$ cat src/rtl/calc_result_sel.sv
// Registered result selector: launches one operation per start, waits for the selected unit,
// formats and holds its result behind a valid/ack handshake, with a watchdog. Option: CALC_SAT_EN.
// States: S_IDLE idle | S_WAIT awaiting selected done | S_HOLD result held until ack
module calc_result_sel #(
  parameter int WIDTH   = 4,
  parameter int TIMEOUT = 15
) (
  input  logic               i_clk,
  input  logic               i_rst,
  input  logic               i_start,
  input  logic [1:0]         i_op,
  input  logic [WIDTH:0]     i_sum,
  input  logic               i_sum_ovf,
  input  logic               i_sum_done,
  input  logic [2*WIDTH-1:0] i_prod,
  input  logic               i_prod_done,
  input  logic               i_out_ack,
  output logic [2*WIDTH-1:0] o_out,
  output logic               o_ovf_out,
  output logic               o_out_valid,
  output logic               o_busy,
  output logic               o_timeout_err
);

  localparam int CW = $clog2(TIMEOUT + 1);

  typedef enum logic [1:0] {S_IDLE, S_WAIT, S_HOLD} state_t;

  state_t             r_state;
  state_t             w_state_nxt;
  logic [1:0]         r_op_q;
  logic [CW-1:0]      r_cnt;
  logic [2*WIDTH-1:0] r_out;
  logic               r_ovf_out;
  logic               r_out_valid;
  logic               r_busy;
  logic               r_timeout_err;

  logic               w_done;
  logic               w_launch;
  logic               w_capture;
  logic               w_timeout;
  logic [2*WIDTH-1:0] w_fmt;
  logic               w_fmt_ovf;
  logic               w_unused_op;

  // Only op_q[1] steers the datapath; add and sub share the sum path.
  assign w_unused_op = r_op_q[0];
  assign w_done      = r_op_q[1] ? i_prod_done : i_sum_done;

  always_comb begin
    w_fmt     = '0;
    w_fmt_ovf = 1'b0;
    if (r_op_q[1]) begin
      w_fmt = i_prod;
    end else begin
      w_fmt[WIDTH:0] = i_sum;
`ifdef CALC_SAT_EN
      if (i_sum_ovf) w_fmt[WIDTH:0] = '1;
`endif
      w_fmt[2*WIDTH-1] = i_sum_ovf;
      w_fmt_ovf        = i_sum_ovf;
    end
  end

  always_comb begin
    w_state_nxt = r_state;
    w_launch    = 1'b0;
    w_capture   = 1'b0;
    w_timeout   = 1'b0;
    case (r_state)
      S_IDLE: begin
        if (i_start) begin
          w_launch    = 1'b1;
          w_state_nxt = S_WAIT;
        end
      end
      S_WAIT: begin
        // A done arriving on the last allowed cycle still beats the watchdog.
        if (w_done) begin
          w_capture   = 1'b1;
          w_state_nxt = S_HOLD;
        end else if (r_cnt == CW'(TIMEOUT - 1)) begin
          w_timeout   = 1'b1;
          w_state_nxt = S_HOLD;
        end
      end
      S_HOLD: begin
        if (i_out_ack) begin
          if (i_start) begin
            w_launch    = 1'b1;
            w_state_nxt = S_WAIT;
          end else begin
            w_state_nxt = S_IDLE;
          end
        end
      end
      default: w_state_nxt = S_IDLE;
    endcase
  end

  always_ff @(posedge i_clk) begin
    if (i_rst) begin
      r_state       <= S_IDLE;
      r_op_q        <= '0;
      r_cnt         <= '0;
      r_out         <= '0;
      r_ovf_out     <= 1'b0;
      r_out_valid   <= 1'b0;
      r_busy        <= 1'b0;
      r_timeout_err <= 1'b0;
    end else begin
      r_state     <= w_state_nxt;
      r_busy      <= (w_state_nxt == S_WAIT);
      r_out_valid <= (w_state_nxt == S_HOLD);
      if (w_launch) begin
        r_op_q <= i_op;
        r_cnt  <= '0;
      end else if (r_state == S_WAIT && !w_capture && !w_timeout) begin
        r_cnt <= r_cnt + CW'(1);
      end
      if (w_capture) begin
        r_out         <= w_fmt;
        r_ovf_out     <= w_fmt_ovf;
        r_timeout_err <= 1'b0;
      end else if (w_timeout) begin
        r_out         <= '0;
        r_ovf_out     <= 1'b0;
        r_timeout_err <= 1'b1;
      end
    end
  end

  assign o_out         = r_out;
  assign o_ovf_out     = r_ovf_out;
  assign o_out_valid   = r_out_valid;
  assign o_busy        = r_busy;
  assign o_timeout_err = r_timeout_err;

endmodule

$ cat config.mk
export PLATFORM = sky130hd
export DESIGN_NAME = calc_result_sel
export DESIGN_NICKNAME = d
export VERILOG_FILES = /design/src/rtl/calc_result_sel.sv
export SDC_FILE = /design/constraint.sdc
export NUM_CORES = 1
export LEC_CHECK = 0
export CORE_MARGIN = 2
export CORE_UTILIZATION = 38
export DETAILED_ROUTE_END_ITERATION = 12
export HOLD_SLACK_MARGIN = 0.08
export PLACE_DENSITY = 0.75
export SLEW_MARGIN = 20
export SYNTH_ARGS = -nofsm -noshare
export SYNTH_HDL_FRONTEND = slang
export SYNTH_SLANG_ARGS = --single-unit
$ cat constraint.sdc
create_clock -name i_clk -period 1.36 [get_ports i_clk]
set_clock_uncertainty 0.05 [all_clocks]
set_input_delay 0.408 -clock i_clk [delete_from_list [all_inputs] [get_ports i_clk]]
set_output_delay 0.408 -clock i_clk [all_outputs]
set_load 0.1 [all_outputs]
# Word level (Yosys, flattened, before mapping)
# Cells that the tools add are included.
# totals
elab_cells	45
input_bits	22
ff_bits	20
out_inout_bits	12
# classes
reduce_logical	8
add_sub_neg	1
n_mux	23
eq_ne	5
# ops
operator	count
8-bit two-way mux	2
1-bit two-way mux	13
2-bit two-way mux	5
2-bit one-hot mux with 3 select lines	1
5-bit two-way mux	1
4-bit by 1-bit adder with 4-bit output, second input constant	1
2-bit by 1-bit equality test with 1-bit output, second input constant	2
2-bit equality test, second input constant	2
4-bit equality test, second input constant	1
2-bit OR reduction	2
1-bit logical AND	2
1-bit zero test	2
2-bit zero test	1
1-bit one-hot mux with 2 select lines	1
2-bit nonzero test	1

# Longest topological paths before layout
# logic_depth
depth_word	6
depth_mapped	6

# Worst setup path before layout
# No wires, ideal clock.
# synth_path
path_kind	reg-to-reg
startpoint	register r_cnt[0]
endpoint	register r_cnt[3]
path_stages_with_launch	7
path_slack_ps	-131
required_time_ps	1238
arrival_ps	1370
path_cell_list	dfxtp_1 -> inv_1 -> ha_1 -> and3_1 -> clkbuf_1 -> nor4_1 -> mux2i_1
# synth_between
elab_chain_cells	6
word_cells_on_any_way	7
classes_between	1 x add/sub; 1 x eq/ne; 3 x mux; 2 x reduce/logical
# synth_lines
element	line_no	source
start: declaration	32	logic [CW-1:0] r_cnt;
start signal: assignment	120	r_cnt <= r_cnt + CW'(1);
4-bit equality test	83	end else if (r_cnt == CW'(TIMEOUT - 1)) begin
1-bit two-way mux	83	
1-bit two-way mux	80	if (w_done) begin
1-bit two-way mux	71	case (r_state)
1-bit zero test	119	end else if (r_state == S_WAIT && !w_capture && !w_timeout) begin
1-bit logical AND	119	
# Parallel ways exist; a longest one is shown, timed or not.
# A chain may end at the register's enable or synchronous reset.

# Final worst setup path
# layout_path
startpoint	input port i_sum_done
endpoint	register r_cnt[2]
# layout_between
elab_chain_cells	6
word_cells_on_any_way	9
classes_between	5 x mux; 4 x reduce/logical
# layout_lines
element	line_no	source
start: declaration	14	input logic i_sum_done,
1-bit two-way mux *	49	assign w_done = r_op_q[1] ? i_prod_done : i_sum_done;
1-bit two-way mux	80	
1-bit two-way mux	71	
1-bit zero test	119	
1-bit logical AND	119	
1-bit logical AND *	119	
# Every way passes the cells marked *; elsewhere a longest branch is shown, timed or not.

==> out/results.ini <==
[sta]
worst_slack_ps=-63.7
drv_slew=0
holdWs_ps=440
max-slew-margin-rel=0.626
rsz0062_at_grt=yes
tightestPinTransition_ps=555
finalCritPeriodShare=1.05
finalHoldViolCount=0
fmax_mhz=702
setup-violations-final=6
fin_crit_ps=1420

[critical_path]
crit_path_cell_trace=dlygate4sd2_1, mux2_4, or4_4, a21oi_2
crit_slowest_cell=or4_4
r2r_end=r_cnt[2]
r2r_slack_ps=-60
cp.required_ps=1550
crit_type=in -> reg
rr_startpoint=r_op_q[1]
critPathArrivalTime_ps=1610
cpPeakStageDelay_ps=490
crit_path_start_kind=input pin
endpoint_kind=register
r2r_cells=3
cp_max_fo=6

[placement]
routabilityCongestion=0.842
port-buffer-count=32
dpl_cell_area_um2=1520
hpwlAfterDp_um=1970
dpl.cell_count=173

[clock_tree]
cts_hold_buf=0
cts_root_buffer=clkbuf_4
clkLatencyLatePin_ps=290
numCtsBuffers=3
clk_pin_slew_ps=110
h-tree-depth=1
clock_sinks=19
clock_path_buffers=2
cts_tree=done

[floorplanning]
core_um2=2210
row_count=17
initial_utilization=0.404
die_h_um=52.5
die_area_um2=2760
die_w_um=52.5
io_pins=34

[pwr]
power.switching_uw=414
p_total_uw=1300
switching_share=0.318
combinationalPowerShare=0.311
vdd_drop_max_uv=615
internal_power_uw=889
pwr-share-seq=0.467
power.leakage_uw=0.000600
pwr-share-clk=0.222
p_per_area_nw_per_um2=813

[synth]
syn_area_um2=895
ys_warn_count=0
yosysTopAreaCell=dfxtp_1
ys_seq_area_frac=0.425
synth_cells=98
synth_top_flop_cell=dfxtp_1
synth_seq_cells=19
syn_avg_cell_area_um2=9.13
ys_async_sr_fraction=0
synthTopCellsByArea=dfxtp_1 (43%), a21oi_1 (5.0%), nor2b_1 (3.5%)
synth-edff-count=0
ys_types=33
syn-num-nets=122
synth_top_area_frac=0.425

[drt]
vias_per_cell=5.53
vias=979
wl_um=2620
drcViolationCount=0
drt-pass1-iter-count=4
drtAntennaViolNets=0
drtIter0Drc=23
wl_per_cell_um=14.8

[layout]
final_common_cell=buf_4
fillers=165
syn2layout_area_growth_pct=79.2
layout_common_cells=buf_4 (21), clkdlybuf4s50_1 (18), dfxtp_2 (14), buf_12 (12), a21oi_1 (7)
nets=174
final_cells=177
design_area_um2=1600
antenna_cells=0
drive_gt1_frac=0.456

[grt]
grt_usage=0.205
grt_pass1_vias=954
grt_max_degree=11
grt_first_pass_wirelength_um=4170
antenna_found_initial=0
grt-ovfl-total=0

[worst_hold_path]
hp-start=o_out[3]
hold_end=o_out[3]
whs_path_depth=2
holdCritPathClass=reg -> reg

[run_status]
outcome=complete, but fails checks
violations=negative setup slack

[job]
maxCapViolCount=0

## worst max-delay path, delay by kind of cell
family	cells	cell delay (ps)
compound gates	1	120
simple gates	1	490
mux	1	320
buf+inv	1	270
## per-stage QoR
step                       util  setup TNS, ps  setup slack (ps)
after floorplan               -           -167             -73.8
after CTS                 0.700           -219             -47.4
after global routing      0.725           -777              -121
after detailed placement  0.687          -8100              -566
final                     0.725           -120             -63.7
after global placement    0.687          -7690              -520
## layout make-up
class / instances / area [µm²] / area share
tap: 28 / 35.0 / 0.0219
timing repair buffer: 53 / 596 / 0.372
sequential: 19 / 398 / 0.248
clock buffer: 4 / 26.3 / 0.0164
multi-input combinational: 70 / 537 / 0.335
inverter: 3 / 11.3 / 0.00703
## synth_stat cells (all sizes together), types with 3 or more instances
| cell type | n |
|---|---|
| a21oi | 9 |
| a22oi | 4 |
| clkbuf | 4 |
| dfxtp | 19 |
| inv | 3 |
| mux2 | 3 |
| nand2 | 6 |
| nand2b | 4 |
| nand3 | 4 |
| nor2b | 5 |
| o21ai | 6 |
| o22ai | 4 |
| o31ai | 3 |
## sequential cells by signal (all words and copies together) (netlist names)
register and cells:
o_busy 1, o_out 8, o_out_valid 1, o_ovf_out 1, o_timeout_err 1, r_cnt 4, r_op_q 1, r_state 2
## how the worst max path moves through the flow
stage / cells past startpoint / from / slack, ps / to
6_report: 4 / i_sum_done / -60 / r_cnt[2]
5_1_grt: 5 / r_cnt[0] / -120 / r_cnt[2]
4_1_cts: 3 / r_op_q[1] / -50 / r_cnt[2]
3_5_place_dp: 4 / i_sum_done / -570 / r_cnt[2]
3_3_place_gp: 4 / i_sum_done / -520 / r_cnt[2]
2_1_floorplan: 4 / r_op_q[1] / -70 / r_cnt[2]
## what timing repair did
action                                  4_1_cts  5_1_grt
endpoints found under the setup margin       18       18
gates resized for setup                       4       15
setup buffers                                 0        0
pin swaps                                     0        1
## cell families after synthesis
group | after synthesis | share of synthesized area
compound gates | 36 | 0.262
simple gates | 27 | 0.175
flops | 19 | 0.425
buf+inv | 9 | 0.0461
mux | 5 | 0.0643
fa+ha+maj | 2 | 0.0280
## power groups by stage
stage,clock (µW),sequential [µW],combinational [µW]
2_1_floorplan,0,715,96.4
3_3_place_gp,0,618,383
3_5_place_dp,0,618,391
4_1_cts,291,606,389
5_1_grt,318,611,425
6_report,290,608,406
## layer usage
| metal | vias up | global-route usage | share of wire |
|---|---|---|---|
| met2 | 34 | 0.356 | 0.50 |
| li1 | 471 | - | - |
| met3 | 6 | 0.0571 | 0.058 |
| met5 | - | 0 | 0 |
| met4 | 0 | 0.0385 | 0.013 |
| met1 | 468 | 0.252 | 0.43 |
Note: power is estimated with default switching activity, not from simulation.
